**src/rtl/router_1xn.sv**
```systemverilog
// Parametrised 1xN byte-serial packet router with per-channel first-word-fall-through FIFOs.
// Optional idle-read flush per channel is compiled in with `define ROUTER_SOFT_RESET_EN.
module router_1xn #(
  parameter int DATA_W     = 8,
  parameter int CHANNELS   = 3,
  parameter int FIFO_DEPTH = 16,
  parameter int TIMEOUT    = 30
) (
  input  logic                         clock,
  input  logic                         resetn,
  input  logic                         pkt_valid,
  input  logic [DATA_W-1:0]            data_in,
  input  logic [CHANNELS-1:0]          read_enb,
  output logic [CHANNELS*DATA_W-1:0]   data_out,
  output logic [CHANNELS-1:0]          vld_out,
  output logic                         busy,
  output logic                         err,
  output logic [1:0]                   err_type
);

  localparam int ADDR_W = (CHANNELS > 2) ? $clog2(CHANNELS) : 1;
  localparam int LEN_W  = DATA_W - ADDR_W;
  localparam int CNT_W  = LEN_W + 1;
  localparam int PTR_W  = $clog2(FIFO_DEPTH);
  localparam int OCC_W  = PTR_W + 1;

  if (CHANNELS < 2 || CHANNELS > 16) begin : g_bad_channels
    $error("router_1xn: CHANNELS must be in 2..16");
  end
  if (FIFO_DEPTH < 4 || (FIFO_DEPTH & (FIFO_DEPTH - 1)) != 0) begin : g_bad_depth
    $error("router_1xn: FIFO_DEPTH must be a power of two, at least 4");
  end
  if (TIMEOUT < 1) begin : g_bad_timeout
    $error("router_1xn: TIMEOUT must be positive");
  end

  typedef enum logic [1:0] {S_IDLE, S_PAYLOAD, S_DROP, S_CHECK} state_e;

  state_e              state_q, state_d;
  logic [ADDR_W-1:0]   addr_q, addr_d;
  logic [LEN_W-1:0]    len_q, len_d;
  logic [CNT_W-1:0]    cnt_q, cnt_d, cnt_inc_s;
  logic [DATA_W-1:0]   par_q, par_d;
  logic                bad_q, bad_d;
  logic                err_q, err_d;
  logic [1:0]          err_type_q, err_type_d;

  logic [ADDR_W-1:0]   hdr_addr_s;
  logic [LEN_W-1:0]    hdr_len_s;
  logic                hdr_ok_s, hdr_full_s, hdr_flush_s;
  logic                cur_full_s, cur_flush_s;
  logic                len_bad_s, par_bad_s, finish_s, busy_s;
  logic [CHANNELS-1:0] full_s, flush_s, wr_en_s;

  function automatic logic [CHANNELS-1:0] onehot(input logic [ADDR_W-1:0] a);
    logic [CHANNELS-1:0] v;
    v = '0;
    for (int k = 0; k < CHANNELS; k++) v[k] = (a == ADDR_W'(k));
    return v;
  endfunction

  assign hdr_addr_s  = data_in[ADDR_W-1:0];
  assign hdr_len_s   = data_in[DATA_W-1:ADDR_W];
  assign hdr_ok_s    = ({{(32-ADDR_W){1'b0}}, hdr_addr_s} < 32'(CHANNELS));
  assign hdr_full_s  = |(full_s  & onehot(hdr_addr_s));
  assign hdr_flush_s = |(flush_s & onehot(hdr_addr_s));
  assign cur_full_s  = |(full_s  & onehot(addr_q));
  assign cur_flush_s = |(flush_s & onehot(addr_q));
  // Payload count saturates so oversize packets still read as a length mismatch.
  assign cnt_inc_s   = (&cnt_q) ? cnt_q : cnt_q + CNT_W'(1);
  assign len_bad_s   = (cnt_q != {1'b0, len_q});
  assign par_bad_s   = (par_q != data_in);

  always_comb begin
    state_d    = state_q;
    addr_d     = addr_q;
    len_d      = len_q;
    cnt_d      = cnt_q;
    par_d      = par_q;
    bad_d      = bad_q;
    err_d      = 1'b0;
    err_type_d = err_type_q;
    wr_en_s    = '0;
    busy_s     = 1'b0;
    finish_s   = 1'b0;
    case (state_q)
      S_IDLE: begin
        if (!pkt_valid) begin
          state_d = S_IDLE;
        end else if (!hdr_ok_s) begin
          bad_d   = 1'b1;
          state_d = S_DROP;
        end else if (hdr_full_s) begin
          busy_s  = 1'b1;
        end else begin
          wr_en_s = onehot(hdr_addr_s);
          addr_d  = hdr_addr_s;
          len_d   = hdr_len_s;
          cnt_d   = '0;
          par_d   = data_in;
          bad_d   = 1'b0;
          state_d = hdr_flush_s ? S_DROP : S_PAYLOAD;
        end
      end
      S_PAYLOAD: begin
        busy_s = cur_full_s;
        if (cur_full_s) begin
          state_d = S_PAYLOAD;
        end else if (pkt_valid) begin
          wr_en_s = onehot(addr_q);
          par_d   = par_q ^ data_in;
          cnt_d   = cnt_inc_s;
          state_d = cur_flush_s ? S_DROP : S_PAYLOAD;
        end else begin
          wr_en_s  = onehot(addr_q);
          finish_s = 1'b1;
        end
      end
      // A flushed packet keeps its parity/length bookkeeping so CHECK reports as usual.
      S_DROP: begin
        if (!pkt_valid) begin
          finish_s = 1'b1;
        end else if (!bad_q) begin
          par_d = par_q ^ data_in;
          cnt_d = cnt_inc_s;
        end else begin
          state_d = S_DROP;
        end
      end
      S_CHECK: begin
        busy_s  = 1'b1;
        state_d = S_IDLE;
      end
      default: state_d = S_IDLE;
    endcase
    if (finish_s) begin
      state_d    = S_CHECK;
      err_d      = bad_q | len_bad_s | par_bad_s;
      err_type_d = bad_q ? 2'b11 : len_bad_s ? 2'b10 : par_bad_s ? 2'b01 : err_type_q;
    end else begin
      err_d = 1'b0;
    end
  end

  always_ff @(posedge clock or negedge resetn) begin
    if (!resetn) begin
      state_q    <= S_IDLE;
      addr_q     <= '0;
      len_q      <= '0;
      cnt_q      <= '0;
      par_q      <= '0;
      bad_q      <= 1'b0;
      err_q      <= 1'b0;
      err_type_q <= 2'b00;
    end else begin
      state_q    <= state_d;
      addr_q     <= addr_d;
      len_q      <= len_d;
      cnt_q      <= cnt_d;
      par_q      <= par_d;
      bad_q      <= bad_d;
      err_q      <= err_d;
      err_type_q <= err_type_d;
    end
  end

  assign busy     = busy_s;
  assign err      = err_q;
  assign err_type = err_type_q;

  for (genvar k = 0; k < CHANNELS; k++) begin : g_ch
    logic [DATA_W-1:0] mem_q [FIFO_DEPTH];
    logic [PTR_W-1:0]  wp_q, rp_q;
    logic [OCC_W-1:0]  occ_q;
    logic              vld_s, push_s, pop_s;

    assign vld_s     = (occ_q != '0);
    assign full_s[k] = (occ_q == OCC_W'(FIFO_DEPTH));
    assign push_s    = wr_en_s[k] & ~full_s[k] & ~flush_s[k];
    assign pop_s     = read_enb[k] & vld_s;

    always_ff @(posedge clock or negedge resetn) begin
      if (!resetn) begin
        wp_q  <= '0;
        rp_q  <= '0;
        occ_q <= '0;
      end else if (flush_s[k]) begin
        wp_q  <= '0;
        rp_q  <= '0;
        occ_q <= '0;
      end else begin
        wp_q  <= push_s ? wp_q + PTR_W'(1) : wp_q;
        rp_q  <= pop_s  ? rp_q + PTR_W'(1) : rp_q;
        occ_q <= occ_q + OCC_W'(push_s) - OCC_W'(pop_s);
      end
    end

    always_ff @(posedge clock) begin
      if (push_s) mem_q[wp_q] <= data_in;
    end

    assign vld_out[k]                    = vld_s;
    assign data_out[k*DATA_W +: DATA_W]  = vld_s ? mem_q[rp_q] : '0;

`ifdef ROUTER_SOFT_RESET_EN
    localparam int TO_W = $clog2(TIMEOUT + 1);
    logic [TO_W-1:0] idle_q;
    logic            stall_s;

    assign stall_s    = vld_s & ~read_enb[k];
    assign flush_s[k] = stall_s & (idle_q == TO_W'(TIMEOUT - 1));

    // Counts consecutive cycles the head entry waits unread.
    always_ff @(posedge clock or negedge resetn) begin
      if (!resetn) begin
        idle_q <= '0;
      end else if (stall_s & ~flush_s[k]) begin
        idle_q <= idle_q + TO_W'(1);
      end else begin
        idle_q <= '0;
      end
    end
`else
    assign flush_s[k] = 1'b0;
`endif
  end

endmodule

```
**config.mk**
```make
export PLATFORM = sky130hd
export DESIGN_NAME = router_1xn
export DESIGN_NICKNAME = d
export VERILOG_FILES = /design/src/rtl/router_1xn.sv
export SDC_FILE = /design/constraint.sdc
export NUM_CORES = 1
export LEC_CHECK = 0
export BUFFER_PORTS_ARGS = -buffer_cell sky130_fd_sc_hd__buf_2
export CORE_ASPECT_RATIO = 0.7
export CORE_MARGIN = 1.5
export CORE_UTILIZATION = 31
export DETAILED_ROUTE_END_ITERATION = 8
export GPL_TIMING_DRIVEN = 0
export PLACE_DENSITY_LB_ADDON = 0.1
export SLEW_MARGIN = 5
export SYNTH_ARGS = -nofsm -noshare
export SYNTH_HDL_FRONTEND = slang
export SYNTH_SLANG_ARGS = --single-unit
```
**constraint.sdc**
```tcl
create_clock -name clock -period 6.8 [get_ports clock]
set_input_delay 0.34 -clock clock [delete_from_list [all_inputs] [get_ports clock]]
set_output_delay 0.34 -clock clock [all_outputs]
set_load 0.02 [all_outputs]
```
==> results of run 1 <==
Yosys cell counts (all sizes together) (2+ instances only):
library cell / instances
edfxtp: 384
mux4: 120
dfrtp: 68
nor2: 56
inv: 40
ha: 39
nand2: 35
buf: 33
xnor2: 30
and2: 25
o21ai: 23
a21oi: 18
clkbuf: 16
nand3: 15
xor2: 14
nor3: 13
nand4: 10
nor2b: 10
mux2: 9
a31oi: 8
nand2b: 7
a21o: 4
and3: 4
and4bb: 3
fa: 3
mux2i: 3
nand3b: 3
nand4b: 3
nor4b: 3
o211ai: 3
a21boi: 2
a22oi: 2
nor3b: 2
nor4: 2
o22ai: 2
or4: 2
cells by family after synthesis:
logic type / share of synthesized area (%)
XOR/XNOR: 1.99
flip-flops: 68.5
buffers and inverters: 3.15
AO/OA/AOI/OAI: 2.42
adder cells (fa/ha/maj): 2.84
AND/OR/NAND/NOR: 5.22
multiplexers: 15.9
metal layers:
metal	share of wire (%)	vias up	track usage, %	routed length (um)
met3	3.3	51	2.39	1440
li1	-	4310	-	-
met1	51	4859	21.8	22600
met4	1.5	0	2.84	679
met2	44	136	20.8	19300
met5	0	-	0	0
cell type report:
| cell class | instances | area, um^2 |
|---|---|---|
| Multi-Input combinational cell | 487 | 5540 |
| Clock inverter | 22 | 244 |
| Antenna cell | 3 | 7.51 |
| Buffer | 49 | 458 |
| Clock buffer | 63 | 1280 |
| Fill cell | 5740 | 39300 |
| Sequential cell | 452 | 13200 |
| Inverter | 40 | 150 |
| Tap cell | 819 | 1020 |
| Timing Repair Buffer | 47 | 270 |
critical path, stage by stage:
cell and delay, ns:
buf_2 0.81, nor2b_1 0.30, nand3_1 0.15, a21oi_1 0.76
inv_1 0.11, ha_1 0.32, inv_1 0.06, ha_1 0.17
inv_1 0.06, fa_1 0.43, inv_1 0.07, a21oi_1 0.07
nor2_1 0.10, nor2_1 0.06, xnor2_1 0.11
stage by stage:
stage / total power (uW) / std cells / instance area (um^2) / utilization, %
finish: 9480 / 1982 / 22200 / 36.1
global route: 10000 / 1979 / 22200 / 36.1
CTS: 9660 / 1979 / 22200 / 36.1
detailed placement: 7050 / 1893 / 20700 / 33.6
global placement: 7020 / 1890 / 20600 / 33.4
floorplan: 5990 / 1028 / 19300 / -
power groups by stage:
| stage | sequential (uW) | clock, uW | combinational (uW) |
|---|---|---|---|
| 2_1_floorplan | 3540 | 0 | 2450 |
| 3_3_place_gp | 3580 | 0 | 3440 |
| 3_5_place_dp | 3580 | 0 | 3470 |
| 4_1_cts | 3530 | 2650 | 3480 |
| 5_1_grt | 3560 | 2770 | 3710 |
| 6_report | 3520 | 2570 | 3390 |
registers in the layout (all words and copies together), names as in the netlist:
name,count
g_ch.wp_q,12
addr_q,2
state_q,2
bad_q,1
g_ch.mem_q,384
err,1
g_ch.rp_q,12
err_type,2
par_q,8
len_q,6
cnt_q,7
g_ch.occ_q,15
worst paths after layout:
kind / startpoint / to / slack, ns / depth (start not counted)
max: data_in[1] / g_ch[2].occ_q[4] / 3.25 / 15
min: pkt_valid / bad_q / 0.18 / 3
max reg2reg: state_q[0] / g_ch[2].occ_q[4] / 3.37 / 15
min reg2reg: err_type[0] / err_type[0] / 0.51 / 1
max in group asynchronous: resetn / g_ch[0].wp_q[1] / 5.92 / 3
min in group asynchronous: resetn / par_q[1] / 0.29 / 2
==> flow_summary.ini, run 1 <==
[detailed_routing]
wirelength_mm = 44.0
detail_route.wl_per_cell_um = 22.2
ant_nets = 0
viasPerCell = 4.72
firstDrtPassIters = 4
drt_iter0_markers = 489
drc_errors = 0
vias = 9356

[sta]
max_clock_freq_mhz = 282
fin_crit_sh_pct = 52.2
maxSlewViolCount = 0
fin_crit_ns = 3.55
setup_violations = 0
hold_viol_final = 0
slew_headroom_pct = 18.5
rsz0062_at_grt = no
fin_hold_ws_ns = 0.180
setup_tns_ns = 0
setup_ws_ns = 3.25
worstMarginPinSlew_ns = 1.22
skew_ns = 0.0105

[clock_network]
cts_tree = yes
root_buffer = clkbuf_16
hold_buffers = 1
cts_resized = 0
post_cts_buffers = 0
path_clk_slew_ns = 0.07
clk-insertion-delay-late_ns = 0.56
cts_buffers = 46
cts_sinks = 452
htreeDepth = 2
cts_buffer_depth = 3

[floorplanning]
rows = 76
dieWidth_um = 301
io_pins = 45
dieArea_mm2 = 0.0639
die_h_um = 212
start_util_pct = 31.4
core_mm2 = 0.0615

[critical_path]
start_kind = primary input
path_max_fanout = 52
critical_path_arrival_ns = 3.99
crit_path_end_kind = flop
critPathKind = primary input to flop
worstPathRequired_ns = 7.24

[layout]
final_common_cell = edfxtp_1
syn_to_final_growth_pct = 14.9
layout_common_cells = edfxtp_1 (384), dfrtp_1 (68), mux4_1 (63)
drive_gt1_share_pct = 20.4
nets = 1179

[synthesis]
synth_top_cell_area_share_pct = 59.7
post_synth.cell_area_avg_um2 = 18.8
synthTopCellsByArea = edfxtp_1 (60%), dfrtp_1 (8.8%), mux4_1 (8.6%), mux4_2 (6.6%), ha_1 (2.5%)
async_reset_ff_share_pct = 15.0
synth-edff-count = 384
syn_area_mm2 = 0.0193
synthDistinctLibCells = 60
ys_ff_latch = 452
yosysTopAreaCell = edfxtp_1
yosysSeqAreaShare_pct = 68.5
syn_nets = 1084
syn_inst = 1028
yosysWarnings = 0
ys_dominant_reg_cell = edfxtp_1

[pwr]
p_clk_share_pct = 27.1
ir_worst_vdd_v = 0.000195
p_sw_uw = 3080
comb_power_share_pct = 35.7
p_seq_share_pct = 37.1
p_sw_share_pct = 32.4
p_per_area_mw_per_mm2 = 427
p_int_uw = 6410
leakagePower_uw = 0.00761

[grt]
grt_max_degree = 54
overflow = 0
grt_util_all_layers_pct = 14.1
antenna_found_initial = 1
grt_pass1_wl_mm = 66.0
grt_pass1_vias = 9597

[placement]
dp_hpwl_mm = 27.4
io_buffers = 43
dpl_worst_slack_ns = 2.54
place_congestion = 0.719

[flow_run]
maxCapViolCount = 0

[min_path]
hp-class = primary input to flop

[run_status]
outcome = finished, final reports clean
No activity file was read; power rests on OpenSTA's default activity.
==> run 2: changes to the inputs <==
clock period = 3.5 ns   (was 6.8 ns; I/O delays follow)
==> run 2 against run 1 <==
Clock skew barely moved. Sequential cell count stayed put. Sequential share of layout area shrank 0.064 points. Critical endpoint unchanged. Via count rose by 0.19%.
==> flow_summary.ini, run 2 (synthesized netlist as in run 1, its figures left out) <==
[sta]
fin_crit_ns = 3.16
setup_tns_ns = 0
maxSlewViolCount = 0
max_clock_freq_mhz = 317
worstMarginPinSlew_ns = 1.23
setup_violations = 0
slew_headroom_pct = 18.2
skew_ns = 0.0104
fin_crit_sh_pct = 90.2
rsz0062_at_grt = no
hold_viol_final = 0

[floorplanning]
core_mm2 = 0.0615
rows = 76
dieWidth_um = 301
start_util_pct = 31.4
dieArea_mm2 = 0.0639
die_h_um = 212
io_pins = 45

[detailed_routing]
ant_nets = 0
detail_route.wl_per_cell_um = 22.2
wirelength_mm = 44.0
viasPerCell = 4.73
drc_errors = 0
firstDrtPassIters = 5
vias = 9374
drt_iter0_markers = 489

[layout]
top_regs = g_ch.mem_q x384, g_ch.occ_q x15
regArea_mm2 = 0.0132
largest_reg_flops = 384
final_cell_area_mm2 = 0.0222
nets = 1180
drive_gt1_share_pct = 20.8
layout_common_cells = edfxtp_1 (384), dfrtp_1 (68), mux4_1 (63)
syn_to_final_growth_pct = 15.0
fillers = 5739
multi_input_area_mm2 = 0.00556
final_common_cell = edfxtp_1
regMostFlops = g_ch.mem_q

[grt]
antenna_found_initial = 0
grt_pass1_vias = 9598
grt_pass1_wl_mm = 66.0
grt_util_all_layers_pct = 14.1
overflow = 0
grt_max_degree = 54

[critical_path]
crit_path_end_kind = flop
slowest_stage = a21oi_2
worstPathRequired_ns = 3.94
start_kind = flop
r2r-end = g_ch[2].occ_q[4]
r2r_start = state_q[0]
reg2reg_slack_ns = 0.34
rr_worst_depth = 15
critPathKind = flop to flop
crit_path_frequent_cell = inv_1
path_max_fanout = 9
cpPeakStageDelay_ns = 0.51
critical_path_arrival_ns = 3.60
cp_cell_sequence = inv_1 -> ha_1 -> nand3_1 -> a21oi_2 -> inv_1 -> ha_1 -> inv_1 -> ha_1 -> inv_1 -> fa_1 -> inv_1 -> a21oi_1 -> nor2_1 -> nor2_1 -> xnor2_1

[clock_network]
cts_buffer_depth = 3
cts_buffers = 46
htreeDepth = 2
clk-insertion-delay-late_ns = 0.56
path_clk_slew_ns = 0.07
cts_sinks = 452
root_buffer = clkbuf_16
cts_tree = yes

[min_path]
hp-class = primary input to asynchronous set/reset pin

[flow_run]
maxCapViolCount = 0

[placement]
place_congestion = 0.719
dp_hpwl_mm = 27.4
io_buffers = 43
place_area_mm2 = 0.0207

[pwr]
leakagePower_uw = 0.00762
total_power_uw = 18400
p_per_area_mw_per_mm2 = 829
ir_worst_vdd_v = 0.000378

[run_status]
outcome = finished, final reports clean
==> run 2: final cells by class <==
type	instances	area share (%)
Sequential cell	452	59.5
Multi-Input combinational cell	487	25.0
Clock buffer	63	5.74
Tap cell	819	4.61
Buffer	49	2.06
Timing Repair Buffer	48	1.26
Clock inverter	22	1.10
Inverter	40	0.676
Antenna cell	2	0.0225
==> run 2: how the worst max path moves through the flow <==
stage,endpoint,start,cells after the start
2_1_floorplan,g_ch[0].occ_q[4],state_q[1],16
3_3_place_gp,g_ch[2].mem_q[2][6],data_in[1],6
3_5_place_dp,g_ch[2].mem_q[1][6],data_in[1],6
4_1_cts,g_ch[2].occ_q[4],state_q[0],15
5_1_grt,g_ch[2].occ_q[4],state_q[0],15
6_report,g_ch[2].occ_q[4],state_q[0],15
==> run 2: timing repair <==
| action | 4_1_cts | 5_1_grt |
|---|---|---|
| hold endpoints to repair | 65 | 0 |
| buffers inserted | 0 | 0 |
| gates resized for setup | 1 | 4 |
| endpoints found under the setup margin | 8 | 119 |
| hold buffers | 2 | 0 |
==> run 2: report_power, final <==
part	total, uW	switching, uW	internal [uW]
Combinational	6590	3550	3040
Sequential	6850	358	6490
Clock	5000	2070	2930
Total	18400	5980	12500
==> run 2: worst max-delay path: cells and delay by family, from the launching register on <==
| family | cells | cell delay, ns |
|---|---|---|
| AOI/OAI and AO/OA | 2 | 0.58 |
| xor gates and xnor gates | 1 | 0.11 |
| adders and majority gates | 4 | 1.20 |
| buffers and inverters | 5 | 0.41 |
| DFF | 1 | 0.42 |
| and+or+nand+nor | 3 | 0.33 |
==> run 2: per-stage QoR <==
step	util [%]	hold WS, ns	worst slack [ns]	std cells
3_5_place_dp	33.6	0.189	-0.598	1893
3_3_place_gp	33.4	0.492	-0.653	1890
4_1_cts	36.1	0.124	0.0785	1980
2_1_floorplan	-	-0.121	0.686	1028
6_report	36.1	0.132	0.343	1982
5_1_grt	36.1	0.153	0.0299	1980
==> run 2: per-layer routing <==
metal	global-route usage, %	routed length (um)
met3	2.34	1480
met5	0	0
met1	21.9	22500
met4	2.84	683
met2	20.8	19300
